[src/rtl/cv32e40p_csr_trace_pkg.sv]
// ---------------------------------------------------------------------------
// cv32e40p_csr_trace_pkg
// Shared definitions for the CSR write trace buffer:
//   - CNT_W_DEFAULT : default width of cycle counter, timestamp and drop count
//   - ST_RUN/ST_DRAIN/ST_DONE : capture state machine encodings
//   - trace_entry_t : layout of one buffered entry at the default counter width
// Optional feature macro: CV32E40P_CSR_TRACE_TS_EN (timestamp per entry).
// ---------------------------------------------------------------------------
package cv32e40p_csr_trace_pkg;

    localparam int CNT_W_DEFAULT = 32;

    typedef logic [1:0] trace_state_t;

    localparam trace_state_t ST_RUN   = 2'd0;
    localparam trace_state_t ST_DRAIN = 2'd1;
    localparam trace_state_t ST_DONE  = 2'd2;

    typedef struct packed {
        logic [31:0]              wdata;
        logic [CNT_W_DEFAULT-1:0] ts;
    } trace_entry_t;

endpackage

[src/rtl/cv32e40p_csr_trace_fifo.sv]
// ---------------------------------------------------------------------------
// cv32e40p_csr_trace_fifo
// Generic synchronous show-ahead FIFO. The head entry is presented
// combinationally from storage; a push is visible at the head no earlier than
// the cycle after it is written (no bypass). Simultaneous push and pop are
// supported, including while full.
// Ports:
//   clk_i, rst_i  : clock, synchronous active-high reset (empties the FIFO)
//   push_i/data_i : write request and entry
//   pop_i         : remove the head entry (ignored when empty)
//   head_o        : current head entry (undefined when empty)
//   empty_o/full_o: occupancy flags
// Parameters: DEPTH (power of two), entry_t (entry type)
// ---------------------------------------------------------------------------
module cv32e40p_csr_trace_fifo #(
    parameter int  DEPTH   = 16,
    parameter type entry_t = logic [31:0]
) (
    input  logic   clk_i,
    input  logic   rst_i,
    input  logic   push_i,
    input  entry_t data_i,
    input  logic   pop_i,
    output entry_t head_o,
    output logic   empty_o,
    output logic   full_o
);

    localparam int AW = $clog2(DEPTH);
    localparam logic [AW-1:0] PTR_ONE   = AW'(1);
    localparam logic [AW:0]   CNT_ONE   = (AW+1)'(1);
    localparam logic [AW:0]   CNT_DEPTH = (AW+1)'(DEPTH);

    entry_t        mem [DEPTH];
    logic [AW-1:0] wr_ptr;
    logic [AW-1:0] rd_ptr;
    logic [AW:0]   count;
    logic          do_push;
    logic          do_pop;

    // A push into a full FIFO only succeeds when the head leaves the same cycle.
    assign do_pop  = pop_i && !empty_o;
    assign do_push = push_i && (!full_o || do_pop);

    assign empty_o = (count == '0);
    assign full_o  = (count == CNT_DEPTH);
    assign head_o  = mem[rd_ptr];

    // Storage needs no reset: the head is only meaningful when not empty.
    always_ff @(posedge clk_i) begin
        if (do_push) begin
            mem[wr_ptr] <= data_i;
        end
    end

    // Pointers wrap naturally because DEPTH is a power of two.
    always_ff @(posedge clk_i) begin
        if (rst_i) begin
            wr_ptr <= '0;
            rd_ptr <= '0;
            count  <= '0;
        end else begin
            if (do_push) begin
                wr_ptr <= wr_ptr + PTR_ONE;
            end
            if (do_pop) begin
                rd_ptr <= rd_ptr + PTR_ONE;
            end
            if (do_push && !do_pop) begin
                count <= count + CNT_ONE;
            end else if (do_pop && !do_push) begin
                count <= count - CNT_ONE;
            end
        end
    end

endmodule

[src/rtl/cv32e40p_csr_trace_buf.sv]
// ---------------------------------------------------------------------------
// cv32e40p_csr_trace_buf
// Captures distinct CSR write events from the core subsystem into a FIFO and
// streams them out over valid/ready. After program exit, capture stops, the
// FIFO drains and done_o is raised.
// Ports:
//   clk_i, rst_i                 : clock, synchronous active-high reset
//   csr_access_ex_i, csr_wdata_i : CSR access observation from EX stage
//   exit_valid_i, exit_value_i   : program exit strobe and code
//   trc_valid_o/trc_ready_i      : trace stream handshake
//   trc_wdata_o, trc_ts_o        : head entry data and capture timestamp
//   dropped_o, overflow_o        : saturating drop count, sticky drop flag
//   done_o, exit_code_o          : drained-after-exit flag, latched exit code
// Optional feature macro: CV32E40P_CSR_TRACE_TS_EN
//   defined   : cycle counter runs and each entry stores its timestamp
//   undefined : no counter or timestamp storage, trc_ts_o tied to zero
// ---------------------------------------------------------------------------
module cv32e40p_csr_trace_buf
    import cv32e40p_csr_trace_pkg::*;
#(
    parameter int DEPTH = 16,
    parameter int CNT_W = CNT_W_DEFAULT
) (
    input  logic             clk_i,
    input  logic             rst_i,
    input  logic             csr_access_ex_i,
    input  logic [31:0]      csr_wdata_i,
    input  logic             exit_valid_i,
    input  logic [31:0]      exit_value_i,
    output logic             trc_valid_o,
    input  logic             trc_ready_i,
    output logic [31:0]      trc_wdata_o,
    output logic [CNT_W-1:0] trc_ts_o,
    output logic [CNT_W-1:0] dropped_o,
    output logic             overflow_o,
    output logic             done_o,
    output logic [31:0]      exit_code_o
);

`ifdef CV32E40P_CSR_TRACE_TS_EN
    typedef struct packed {
        logic [31:0]      wdata;
        logic [CNT_W-1:0] ts;
    } entry_t;
`else
    typedef logic [31:0] entry_t;
`endif

    localparam logic [CNT_W-1:0] CNT_ONE = CNT_W'(1);

    trace_state_t state;
    logic         prev_access;
    logic [31:0]  prev_wdata;
    logic         csr_event;
    logic         capture;
    logic         pop;
    logic         drop;
    logic         fifo_full;
    logic         fifo_empty;
    entry_t       push_entry;
    entry_t       head_entry;

    // A held EX stage with unchanged data is one event, not one per cycle.
    assign csr_event = csr_access_ex_i && (!prev_access || (csr_wdata_i != prev_wdata));
    assign capture   = csr_event && (state == ST_RUN);
    assign pop       = !fifo_empty && trc_ready_i;
    assign drop      = capture && fifo_full && !pop;

    assign trc_valid_o = !fifo_empty;
    assign done_o      = (state == ST_DONE);

`ifdef CV32E40P_CSR_TRACE_TS_EN
    logic [CNT_W-1:0] cycle_cnt;

    // Free-running cycle counter used as the capture timestamp.
    always_ff @(posedge clk_i) begin
        if (rst_i) begin
            cycle_cnt <= '0;
        end else begin
            cycle_cnt <= cycle_cnt + CNT_ONE;
        end
    end

    assign push_entry  = '{wdata: csr_wdata_i, ts: cycle_cnt};
    assign trc_wdata_o = fifo_empty ? '0 : head_entry.wdata;
    assign trc_ts_o    = fifo_empty ? '0 : head_entry.ts;
`else
    assign push_entry  = csr_wdata_i;
    assign trc_wdata_o = fifo_empty ? '0 : head_entry;
    assign trc_ts_o    = '0;
`endif

    cv32e40p_csr_trace_fifo #(
        .DEPTH   (DEPTH),
        .entry_t (entry_t)
    ) u_fifo (
        .clk_i   (clk_i),
        .rst_i   (rst_i),
        .push_i  (capture),
        .data_i  (push_entry),
        .pop_i   (pop),
        .head_o  (head_entry),
        .empty_o (fifo_empty),
        .full_o  (fifo_full)
    );

    // Registered copies of the EX observation for change detection.
    always_ff @(posedge clk_i) begin
        if (rst_i) begin
            prev_access <= 1'b0;
            prev_wdata  <= '0;
        end else begin
            prev_access <= csr_access_ex_i;
            prev_wdata  <= csr_wdata_i;
        end
    end

    // Drop accounting: the count saturates, the flag is sticky until reset.
    always_ff @(posedge clk_i) begin
        if (rst_i) begin
            dropped_o  <= '0;
            overflow_o <= 1'b0;
        end else if (drop) begin
            overflow_o <= 1'b1;
            if (dropped_o != '1) begin
                dropped_o <= dropped_o + CNT_ONE;
            end
        end
    end

    // Capture state machine: RUN until exit, DRAIN until empty, then DONE.
    always_ff @(posedge clk_i) begin
        if (rst_i) begin
            state       <= ST_RUN;
            exit_code_o <= '0;
        end else begin
            case (state)
                ST_RUN: begin
                    if (exit_valid_i) begin
                        exit_code_o <= exit_value_i;
                        state       <= ST_DRAIN;
                    end
                end
                ST_DRAIN: begin
                    if (fifo_empty) begin
                        state <= ST_DONE;
                    end
                end
                ST_DONE: begin
                    state <= ST_DONE;
                end
                default: begin
                    state <= ST_RUN;
                end
            endcase
        end
    end

endmodule
[config.mk]
export PLATFORM = sky130hd
export DESIGN_NAME = cv32e40p_csr_trace_buf
export DESIGN_NICKNAME = d
export VERILOG_FILES = /design/src/rtl/cv32e40p_csr_trace_pkg.sv /design/src/rtl/cv32e40p_csr_trace_fifo.sv /design/src/rtl/cv32e40p_csr_trace_buf.sv
export SDC_FILE = /design/constraint.sdc
export NUM_CORES = 1
export LEC_CHECK = 0
export ABC_CLOCK_PERIOD_IN_PS = 4550
export BUFFER_PORTS_ARGS = -buffer_cell sky130_fd_sc_hd__buf_2
export CAP_MARGIN = 0
export CORE_MARGIN = 3
export CORE_UTILIZATION = 54
export DETAILED_ROUTE_END_ITERATION = 10
export HOLD_SLACK_MARGIN = 0.1
export PLACE_DENSITY_LB_ADDON = 0.08
export REMOVE_ABC_BUFFERS = 1
export SETUP_SLACK_MARGIN = 0.4
export SYNTH_ARGS = -nofsm -noshare
export SYNTH_HDL_FRONTEND = slang
export SYNTH_SLANG_ARGS = --single-unit
[constraint.sdc]
create_clock -name clk_i -period 4.55 [get_ports clk_i]
set_input_delay 0.6825 -clock clk_i [delete_from_list [all_inputs] [get_ports clk_i]]
set_output_delay 0.6825 -clock clk_i [all_outputs]
set_load 0.02 [all_outputs]
# --- Word level (Yosys, flattened, before mapping) ---
# Memory sizes are Yosys's and may differ from the RTL's. A register that Yosys moved wholly into a read port is not among the register bits.
# Cells that the tools add are included.
totals:
  regBits: 113
  latch_bits: 0
  mem_bits_rw: 512
  romBits: 0
  in_bits: 69
  out_inout_bits: 131
  elab_cells: 55
  n_memories: 1
op_classes:
  n_addsub: 5
  n_mul: 0
  div: 0
  magnitude_cmp: 0
  n_eq_ne: 7
  n_shift: 0
  mux: 10
  bitwise_logic: 0
  reduce_logical: 23
memory_table:
  columns: ["memory", "depth", "width", "rd", "rd_clocked_by_memory_dff", "wr", "line", "source"]
  rows:
  - ["u_fifo.mem", 16, 32, 1, 1, 1, "cv32e40p_csr_trace_fifo.sv:34", "entry_t mem [DEPTH];"]
op_table:
  columns: ["cell", "n"]
  rows:
  - ["32-bit by 1-bit adder with 32-bit output, second input constant", 1]
  - ["32-bit two-way mux", 1]
  - ["32-bit inequality test", 1]
  - ["32-bit inequality test, second input constant", 1]
  - ["5-bit two-way mux", 2]
  - ["1-bit logical AND", 9]
  - ["4-bit by 1-bit adder with 4-bit output, second input constant", 2]
  - ["4-bit two-way mux", 2]
  - ["1-bit zero test", 6]
  - ["2-bit case mux with 3 select lines", 1]
  - ["2-bit AND reduction", 3]
  - ["5-bit by 1-bit adder with 5-bit output, second input constant", 1]
  - ["5-bit equality test, second input constant", 1]
  - ["5-bit zero test", 1]
  - ["5-bit by 1-bit subtractor with 5-bit output, second input constant", 1]
  - ["2-bit two-way mux", 2]
  - ["2-bit inequality test, second input constant", 2]
  - ["2-bit by 1-bit equality test with 1-bit output, second input constant", 1]
  - ["2-bit equality test, second input constant", 1]
  - ["2-bit zero test", 1]
  - ["1-bit logical OR", 2]
  - ["1-bit two-way mux", 2]
  - ["2-bit nonzero test", 1]

# --- Logic depth before layout (Yosys ltp) ---
# Gate-level depths: netlist (run 1).
depth:
  depth_word: 10
  mapped_depth: 15

# --- Hierarchy ---
# From an unflattened synthesis (run 1), not the netlist that was laid out.
hier_totals:
  cells_unflattened: 1453
  area_unflattened_um2: 24917.6
modules_own_cells:
  columns: ["mod", "instances", "cells_each", "area_each_um2"]
  rows:
  - ["cv32e40p_csr_trace_fifo", 1, 892, 20049.2]
  - ["cv32e40p_csr_trace_buf", 1, 561, 4868.4]

# --- Least setup slack after synthesis (run 1) ---
# OpenSTA, ideal clock, no wires.
synth_timing:
  kind: "input-to-reg"
  startpoint: "input csr_wdata_i[10]"
  endpoint: "memory u_fifo.mem[3][0] (netlist name), enable pin"
  setup_ns: 0.461
  arrival_time_ns: 3.841
  t_required_ns: 4.089
  path_slack_ns: 0.248
  path_stages: 8
  path_buffers: 1
  cell_sequence: "xnor2_1 nand4_1 nor4_1 a41oi_1 and2_1 buf_2 nand2_1 nor3_1"
synth_between:
  elab_chain_len: 7
synth_lines:
  columns: ["element", "line", "source"]
  rows:
  - ["start: declaration", "cv32e40p_csr_trace_buf.sv:27", "input logic [31:0] csr_wdata_i,"]
  - ["32-bit inequality test", "cv32e40p_csr_trace_buf.sv:64", "assign csr_event = csr_access_ex_i && (!prev_access || (csr_wdata_i != prev_wdata));"]
  - ["1-bit logical OR", "cv32e40p_csr_trace_buf.sv:64", null]
  - ["1-bit logical AND", "cv32e40p_csr_trace_buf.sv:64", null]
  - ["1-bit logical AND", "cv32e40p_csr_trace_buf.sv:65", "assign capture = csr_event && (state == ST_RUN);"]
  - ["1-bit logical AND", "cv32e40p_csr_trace_fifo.sv:43", "assign do_push = push_i && (!full_o || do_pop);"]
  - ["named net u_fifo.do_push", "cv32e40p_csr_trace_fifo.sv:38", "logic do_push;"]
  - ["1-bit two-way mux", "cv32e40p_csr_trace_fifo.sv:51", "if (do_push) begin"]
  - ["1-bit two-way mux (not written as such)", "cv32e40p_csr_trace_fifo.sv:52", "mem[wr_ptr] <= data_i;"]
  - ["end: declaration", "cv32e40p_csr_trace_fifo.sv:34", null]
# The timed path passes the listed nets, and every way through them passes these cells.

==> results.sh, run 1 <==
export IMPL_cpMostUsedCell="mux4_2"
export IMPL_gr_total_overflow=0
export IMPL_synth_top_cell_by_area="edfxtp_1"
export IMPL_cp_end_kind="primary output"
export IMPL_grtUsageTotal_pct=23.10
export IMPL_crit_buf_inv=2
export IMPL_start_util_pct=55.25
export IMPL_synth_most_common_cell="edfxtp_1"
export IMPL_synth_top_family_by_area="multiplexers"
export IMPL_path_delay_family="multiplexers"
export IMPL_finClkSkew_ns=0.01214
export IMPL_muxShareOfSynthArea_pct=14.92
export IMPL_dominantRegCellSynth="edfxtp_1"
export IMPL_yosysUniqueCellTypes=53
export IMPL_fmax_mhz=262.2
export IMPL_synth_edff_count=512
export IMPL_layout_drive_gt1_share_pct=30.87
export IMPL_yosysWarnings=0
export IMPL_clock_sinks=629
export IMPL_relSlewSlack_pct=27.92
export IMPL_vdd_drop_max_uv=449.5
export IMPL_hp_class="in -> reg"
export IMPL_post_route_cell_area_sq_um=28490
export IMPL_fillers=3192
export IMPL_synth_compound_area_share_pct=1.976
export IMPL_cp_required_ns=3.87
export IMPL_grt_max_degree=129
export IMPL_rsz0062_at_grt="no"
export IMPL_dp_cells=2091
export IMPL_preCtsSetupSlack_ns=0.5327
export IMPL_fin_util_pct=63.73
export IMPL_cts_setup_buffers=0
export IMPL_routed_via_count=12819
export IMPL_cts_root_buf="clkbuf_16"
export IMPL_place_area_sq_um=26510
export IMPL_finalCritPeriodShare_pct=83.83
export IMPL_crit_path_start_kind="flop"
export IMPL_cts_clk_slew_worst_paths_ns=0.07
export IMPL_crit_type="reg -> out"
export IMPL_avgSynthCellArea_sq_um=18.20
export IMPL_rows=77
export IMPL_setup_ws_ns=0.7358
export IMPL_wl_mm=54.20
export IMPL_yosysSeqAreaShare_pct=71.73
export IMPL_nNetsFinal=1645
export IMPL_path_cells="buf_12, mux4_2, mux4_2, and2_1, buf_2"
export IMPL_tightestPinTransition_ns=1.081
export IMPL_cts_tree="built"
export IMPL_outcome="complete, no violations"
export IMPL_synth_fa_ha_area_share_pct=0.7903
export IMPL_io_pin_count=200
export IMPL_post_route_min_period_ns=3.814
export IMPL_cp_arrival_ns=3.13
export IMPL_place_gp_congestion=0.7724
export IMPL_cts_buffer_depth=3
export IMPL_drc=0
export IMPL_whs_ns=0.3097
export IMPL_cts_resized=0
export IMPL_max_cap_violations=0
export IMPL_yosys_area_share_simple_pct=6.393
export IMPL_synth_common_cells="edfxtp_1 (512), mux4_2 (160), dfxtp_1 (117), nand2_1 (85), nor2_1 (52)"
export IMPL_die_h_microns=219.9
export IMPL_final_cells=2204
export IMPL_wl_per_cell_microns=24.59
export IMPL_hpwl_mm=31.26
export IMPL_path_max_fanout=32
export IMPL_hold_viol=0
export IMPL_netlist_area_leader_share_pct=62.25
export IMPL_critical_path_max_stage_delay_ns=0.85
export IMPL_area_growth_pct=15.34
export IMPL_initialDrtViolationCount=1192
export IMPL_grt_pass1_wl_mm=82.08
export IMPL_drt_pass1_iterations=5
export IMPL_regToRegSetupSlack_ns=1.19
export IMPL_syn_inst=1357
export IMPL_antenna_found_initial=4
export IMPL_h_tree_depth=2
export IMPL_grt_pass1_vias=13218
export IMPL_die_x_microns=219.9
export IMPL_synthTopCellsByArea="edfxtp_1 (62%), mux4_2 (15%), dfxtp_1 (9.5%)"
export IMPL_synth_xor_area_share_pct=1.773
export IMPL_place_port_buffers=167
export IMPL_slew_viol_final=0
export IMPL_synthesis_area_sq_um=24700
export IMPL_postCtsHoldBufs=0
export IMPL_ant_nets=0
export IMPL_setup_viol=0
export IMPL_p_leak_nw=9.542
export IMPL_core_area_sq_um=44700
export IMPL_powerDensity_nw_per_um2=527.8
export IMPL_crit_path_top_delay_cell="dfxtp_4"
export IMPL_numCtsBuffers=60
export IMPL_clock_latency_ns=0.60
export IMPL_postSynth_asyncResetShare_pct=0
export IMPL_die_area_sq_um=48340
export IMPL_drt_vias_per_instance=5.816
export IMPL_ys_ff_latch=629
## worst paths after layout
kind / startpoint / to / cells past startpoint
max: flop / trc_wdata_o[27] / 5
min: exit_value_i[0] / exit_code_o[0] / 3
max reg2reg: prev_wdata[14] / u_fifo.count[4] / 13
min reg2reg: exit_code_o[0] / exit_code_o[0] / 2
## state kept, by name, summed over array words and instances (netlist names), named ones only
name and flops:
prev_wdata 32, u_fifo.mem 512, overflow_o 1, u_fifo.wr_ptr 4, u_fifo.rd_ptr 4, u_fifo.count 5
exit_code_o 32, dropped_o 32, prev_access 1, state 2
## metrics by stage
stage | total power, mW | TNS [ns]
4_1_cts | 15.22 | 0
6_report | 15.04 | 0
3_5_place_dp | 10.25 | 0
3_3_place_gp | 10.22 | 0
2_1_floorplan | 9.328 | -88.50
5_1_grt | 15.71 | 0
## worst min-delay path: stages
cell,delay (ns)
buf_2,0.09
nand2_1,0.04
a21oi_1,0.05
## cell families after synthesis
kind of cell    after synthesis
simple gates                299
compound gates               82
other cells                   1
buf+inv                     114
flops                       629
xor+xnor                     50
fa+ha+maj                    15
mux                         167
## per-layer routing
layer | track usage (%) | part of all wire [%] | up-vias
met5 | 0 | 0 | -
met4 | 6.160 | 1.9 | 0
met3 | 3.585 | 6.2 | 80
met2 | 38.04 | 50 | 411
met1 | 32.80 | 42 | 6664
li1 | - | - | 5664
## report_power, final
| group | internal (mW) | leakage [nW] | switching [mW] |
|---|---|---|---|
| clock | 2.92 | 0.955 | 2.05 |
| sequential | 6.53 | 5.58 | 0.193 |
| combinational | 1.57 | 3.01 | 1.77 |
## final cells by class
type	instances	area (sq um)	share of cell area [%]
clock buffer	83	1649	5.789
timing repair buffer	212	1376	4.831
inverter	13	48.80	0.1713
clock inverter	28	325.3	1.142
multi-input combinational	645	6616	23.22
antenna	2	5.005	0.01757
tap	592	740.7	2.600
sequential	629	17730	62.22
## placed cells by master (no fill, tap or decap), types with 18 or more instances in the layout
master     netlist  routed
edfxtp_1       512     512
buf_2           15     166
mux4_2         160     160
dfxtp_1        117     113
nand2_1         85      85
clkbuf_16        0      61
a21oi_1         51      51
nor2_1          52      40
and2_1          35      35
nor2b_1         33      33
conb_1           1      32
xnor2_1         31      31
buf_4           33      30
nand3_1         22      22
xor2_1          19      19
clkbuf_1        43      18
(Power assumes the default switching activity.)
==> run 2, diff against run 1 <==
--- a/config.mk
+++ b/config.mk
@@ -5,11 +5,11 @@
 export SDC_FILE = /design/constraint.sdc
 export NUM_CORES = 1
 export LEC_CHECK = 0
-export ABC_CLOCK_PERIOD_IN_PS = 4550
+export ABC_CLOCK_PERIOD_IN_PS = 4000
 export BUFFER_PORTS_ARGS = -buffer_cell sky130_fd_sc_hd__buf_2
 export CAP_MARGIN = 0
 export CORE_MARGIN = 3
-export CORE_UTILIZATION = 54
+export CORE_UTILIZATION = 55
 export DETAILED_ROUTE_END_ITERATION = 10
 export HOLD_SLACK_MARGIN = 0.1
 export PLACE_DENSITY_LB_ADDON = 0.08
==> constraint.sdc (replaced) <==
create_clock -name clk_i -period 4 [get_ports clk_i]
set_input_delay 0.6 -clock clk_i [delete_from_list [all_inputs] [get_ports clk_i]]
set_output_delay 0.6 -clock clk_i [all_outputs]
set_load 0.02 [all_outputs]
==> run 2 against run 1 <==
  * Sequential power is 13% higher
  * Sequential share of layout area is 0.77 points lower
  * Core utilization is 1.4 points higher
  * Wire length is 2.2% higher
==> results.sh, run 2 (same netlist as run 1, synthesis figures left out) <==
export IMPL_final_common_cell="edfxtp_1"
export IMPL_die_area_sq_um=47480
export IMPL_power_mw=17.61
export IMPL_cts_tree="built"
export IMPL_fmax_mhz=288.1
export IMPL_tightestPinTransition_ns=1.124
export IMPL_vdd_drop_max_uv=369.1
export IMPL_rows=77
export IMPL_crit_type="reg -> out"
export IMPL_clock_latency_ns=0.58
export IMPL_setup_viol=0
export IMPL_start_util_pct=55.73
export IMPL_area_growth_pct=16.80
export IMPL_final_cell_mix="edfxtp_1 (512), buf_2 (166), mux4_2 (160)"
export IMPL_slew_viol_final=0
export IMPL_fillers=3136
export IMPL_place_port_buffers=167
export IMPL_ant_nets=0
export IMPL_cp_required_ns=3.40
export IMPL_hpwl_mm=31.18
export IMPL_clock_sinks=629
export IMPL_finClkSkew_ns=0.02179
export IMPL_grtUsageTotal_pct=23.96
export IMPL_postCtsHoldBufs=0
export IMPL_io_pin_count=200
export IMPL_critical_path_max_stage_delay_ns=0.56
export IMPL_grt_pass1_vias=13392
export IMPL_relSlewSlack_pct=25.07
export IMPL_path_delay_family="multiplexers"
export IMPL_drc=0
export IMPL_routed_via_count=13003
export IMPL_cts_clk_slew_worst_paths_ns=0.06
export IMPL_place_gp_congestion=0.7450
export IMPL_nNetsFinal=1673
export IMPL_crit_buf_inv=2
export IMPL_cts_root_buf="clkbuf_16"
export IMPL_p_leak_nw=9.750
export IMPL_antenna_found_initial=1
export IMPL_cpMostUsedCell="mux4_2"
export IMPL_layout_drive_gt1_share_pct=32.05
export IMPL_max_cap_violations=0
export IMPL_die_h_microns=217.9
export IMPL_hp_class="in -> reg"
export IMPL_crit_path_start_kind="flop"
export IMPL_cp_end_kind="primary output"
export IMPL_core_area_sq_um=44320
export IMPL_wl_per_cell_microns=24.81
export IMPL_whs_ns=0.2510
export IMPL_wl_mm=55.39
export IMPL_drt_pass1_iterations=7
export IMPL_rsz0062_at_grt="no"
export IMPL_crit_path_top_delay_cell="mux4_2"
export IMPL_finalCritPeriodShare_pct=86.78
export IMPL_powerDensity_nw_per_um2=610.4
export IMPL_grt_max_degree=80
export IMPL_post_route_min_period_ns=3.471
export IMPL_outcome="complete, no violations"
export IMPL_largest_register="u_fifo.mem"
export IMPL_die_x_microns=217.9
export IMPL_diodes=0
export IMPL_drt_vias_per_instance=5.823
export IMPL_gr_total_overflow=0
export IMPL_path_cells="buf_12, mux4_2, mux4_2, and2_1, buf_2"
export IMPL_cp_arrival_ns=2.87
export IMPL_numCtsBuffers=67
export IMPL_initialDrtViolationCount=1076
export IMPL_largest_reg_flops=512
export IMPL_hold_viol=0
export IMPL_h_tree_depth=3
export IMPL_path_max_fanout=38
export IMPL_cts_buffer_depth=3
export IMPL_grt_pass1_wl_mm=83.93
-- run 2: final cells by class --
cell class	count	area, sq um	area share (%)
clock inverters	26	280.3	0.9715
flip-flops and latches	629	17730	61.45
inverters	13	48.80	0.1692
multi-input cells	645	6616	22.94
clock buffers	95	1931	6.692
well taps	592	740.7	2.568
repair buffers	233	1504	5.213
-- run 2: per-stage QoR --
stage | worst slack [ns] | TNS [ns] | utilization (%) | cell area [sq um] | std cells
6_report | 0.5289 | 0 | 65.09 | 28850 | 2233
5_1_grt | 0.4002 | 0 | 65.09 | 28850 | 2233
4_1_cts | 0.4580 | 0 | 65.09 | 28850 | 2233
3_5_place_dp | 0.1289 | 0 | 60.07 | 26620 | 2111
3_3_place_gp | 0.1708 | 0 | 60.07 | 26620 | 2111
2_1_floorplan | -3.233 | -129.75 | - | 24270 | 1287
-- run 2: routing by layer --
metal | up-vias | track usage, % | part of all wire (%)
li1 | 5730 | - | -
met1 | 6751 | 34.45 | 43
met2 | 451 | 38.88 | 49
met3 | 69 | 4.347 | 6.4
met4 | 2 | 5.675 | 1.5
met5 | - | 0 | 0.023
-- run 2: worst paths after layout --
path / start / end / slack, ns / cells past startpoint
max: flop / trc_wdata_o[4] / 0.53 / 5
min reg2reg: exit_code_o[28] / exit_code_o[28] / 0.45 / 2
max reg2reg: prev_wdata[12] / u_fifo.count[4] / 0.57 / 13
min: csr_wdata_i[24] / u_fifo.mem[10][24] / 0.25 / 1
-- run 2: repair_timing --
item | in CTS | in global routing
cloned | 0 | 0
buffers inserted | 1 | 0
endpoints found under the setup margin | 12 | 1
gates resized for setup | 0 | 0
pin swaps | 0 | 1
-- run 2: worst register-to-register path, delay by kind of cell, from the launching register on --
| family | cells | cell delay (ns) |
|---|---|---|
| buf+inv | 1 | 0.15 |
| fa+ha+maj | 2 | 0.55 |
| xor+xnor | 2 | 0.32 |
| simple gates | 4 | 1.31 |
| compound gates | 4 | 0.73 |
| flops | 1 | 0.31 |
-- run 2: power by group --
part           total (mW)  internal [mW]  switching [mW]  leakage [nW]
Combinational        3.86           1.77            2.10          3.10
Clock                6.15           3.75            2.40          1.07
Sequential           7.59           7.43           0.164          5.58
Total                17.6           12.9            4.67          9.75
==> run 3, diff against run 2 <==
--- a/config.mk
+++ b/config.mk
@@ -6,7 +6,7 @@
 export NUM_CORES = 1
 export LEC_CHECK = 0
 export ABC_CLOCK_PERIOD_IN_PS = 4000
-export BUFFER_PORTS_ARGS = -buffer_cell sky130_fd_sc_hd__buf_2
+export BUFFER_PORTS_ARGS = -buffer_cell sky130_fd_sc_hd__buf_4
 export CAP_MARGIN = 0
 export CORE_MARGIN = 3
 export CORE_UTILIZATION = 55
==> run 3 against run 2 <==
  * Global-route usage decreased by 0.50 points
  * Cell area increased by 0.19%
  * Hold slack got worse by 0.0081 ns
  * Clock power decreased by 11%
  * Non-clock buffer count decreased by 14
  * Sequential power about the same
  * Count of clock-buffer cells in the layout decreased by 1
  * Fmax increased by 1.6%
  * Combinational power increased by 8.0%
  * First-iteration DRC count decreased by 1.8%
  * Via count decreased by 1.3%
  * Critical endpoint is now trc_wdata_o[13]
  * Highest routed layer is now met4
==> results.sh, run 3 (same netlist as run 1, synthesis figures left out) <==
export IMPL_rsz0062_at_grt="no"
export IMPL_drt_vias_per_instance=5.806
export IMPL_antenna_found_initial=1
export IMPL_layout_drive_gt1_share_pct=31.03
export IMPL_wl_per_cell_microns=24.75
export IMPL_area_growth_pct=17.02
export IMPL_postCtsHoldBufs=0
export IMPL_initialDrtViolationCount=1057
export IMPL_ant_nets=0
export IMPL_finalCritPeriodShare_pct=85.45
export IMPL_io_pin_count=200
export IMPL_wl_mm=54.73
export IMPL_crit_type="reg -> out"
export IMPL_tightestPinTransition_ns=1.118
export IMPL_slew_viol_final=0
export IMPL_post_route_min_period_ns=3.418
export IMPL_cts_buffer_depth=3
export IMPL_nNetsFinal=1653
export IMPL_die_x_microns=217.9
export IMPL_drt_pass1_iterations=7
export IMPL_cp_arrival_ns=2.82
export IMPL_powerDensity_nw_per_um2=595.9
export IMPL_largest_register="u_fifo.mem"
export IMPL_die_area_sq_um=47480
export IMPL_setup_ws_ns=0.5820
export IMPL_place_gp_congestion=0.7872
export IMPL_largest_reg_flops=512
export IMPL_gr_total_overflow=0
export IMPL_clock_sinks=629
export IMPL_die_h_microns=217.9
export IMPL_place_area_sq_um=26860
export IMPL_grt_pass1_wl_mm=82.10
export IMPL_preCtsSetupSlack_ns=0.2143
export IMPL_hpwl_mm=30.84
export IMPL_core_area_sq_um=44320
export IMPL_start_util_pct=55.73
export IMPL_h_tree_depth=2
export IMPL_fillers=3071
export IMPL_outcome="complete, no violations"
export IMPL_drc=0
export IMPL_grt_max_degree=65
export IMPL_crit_path_start_kind="flop"
export IMPL_p_leak_nw=9.648
export IMPL_cts_clk_slew_worst_paths_ns=0.06
export IMPL_rows=77
export IMPL_path_max_fanout=22
export IMPL_hp_class="in -> reg"
export IMPL_post_route_cell_area_sq_um=28900
export IMPL_final_cell_mix="edfxtp_1 (512), buf_4 (204), mux4_2 (160)"
export IMPL_final_common_cell="edfxtp_1"
export IMPL_finClkSkew_ns=0.01648
export IMPL_max_cap_violations=0
export IMPL_vdd_drop_max_uv=337.2
export IMPL_cp_required_ns=3.40
export IMPL_numCtsBuffers=61
export IMPL_cts_root_buf="clkbuf_16"
export IMPL_grt_pass1_vias=13152
export IMPL_routed_via_count=12838
export IMPL_setup_viol=0
export IMPL_grtUsageTotal_pct=23.46
export IMPL_hold_viol=0
export IMPL_cp_end_kind="primary output"
export IMPL_relSlewSlack_pct=25.45
export IMPL_cts_tree="built"
export IMPL_place_port_buffers=167
export IMPL_clock_latency_ns=0.61
export IMPL_fmax_mhz=292.6
run 3: repair_timing:
action / in CTS / in global routing
buffers inserted: 5 / 0
endpoints found under the setup margin: 6 / 0
hold endpoints to repair: 0 / 0
gates resized for setup: 2 / 0
run 3: critical path: stages (launching register included):
cell and delay (ns):
dfxtp_4 0.36, buf_12 0.14, bufbuf_16 0.36, mux4_2 0.52, mux4_2 0.49, and2_1 0.18, buf_4 0.15
run 3: layout make-up:
| cell class | instances | area (sq um) | share of cell area [%] |
|---|---|---|---|
| repair buffers | 219 | 1872 | 6.476 |
| flip-flops and latches | 629 | 17730 | 61.33 |
| clock inverters | 18 | 162.7 | 0.5628 |
| inverters | 13 | 48.80 | 0.1688 |
| clock buffers | 94 | 1733 | 5.996 |
| multi-input cells | 645 | 6616 | 22.89 |
| diodes | 1 | 2.502 | 0.008658 |
| well taps | 592 | 740.7 | 2.563 |
run 3: path summary, 6_finish.rpt:
check | endpoint | slack, ns | from | depth (start not counted)
hold reg to reg | exit_code_o[27] | 0.45 | exit_code_o[27] | 2
hold / removal | exit_code_o[17] | 0.24 | exit_value_i[17] | 3
setup / recovery | trc_wdata_o[13] | 0.58 | flop | 6
setup reg to reg | u_fifo.count[4] | 0.65 | prev_wdata[12] | 13
run 3: per-stage QoR:
step | hold WS (ns) | util [%] | total power [mW] | setup TNS (ns) | cells
2_1_floorplan | 0.4516 | - | 10.61 | -129.75 | 1287
3_3_place_gp | 0.4423 | 60.61 | 11.76 | 0 | 2091
3_5_place_dp | 0.4505 | 60.61 | 11.82 | 0 | 2091
4_1_cts | 0.1985 | 65.21 | 17.43 | 0 | 2210
5_1_grt | 0.2250 | 65.22 | 17.94 | 0 | 2211
6_report | 0.2429 | 65.22 | 17.22 | 0 | 2211
run 3: power breakdown:
group	internal (mW)	switching [mW]	leakage [nW]
Sequential	7.43	0.162	5.58
Combinational	2.05	2.12	3.14
Clock	3.15	2.31	0.933
Total	12.6	4.60	9.65
run 3: per-layer routing:
metal / global-route usage, % / wire length, microns / part of all wire (%) / vias up
li1: - / - / - / 5684
met2: 38.27 / 27320 / 50 / 452
met4: 6.284 / 1149 / 2.1 / 0
met3: 4.389 / 3897 / 7.1 / 82
met1: 33.13 / 22360 / 41 / 6620
met5: 0 / 0 / 0 / -
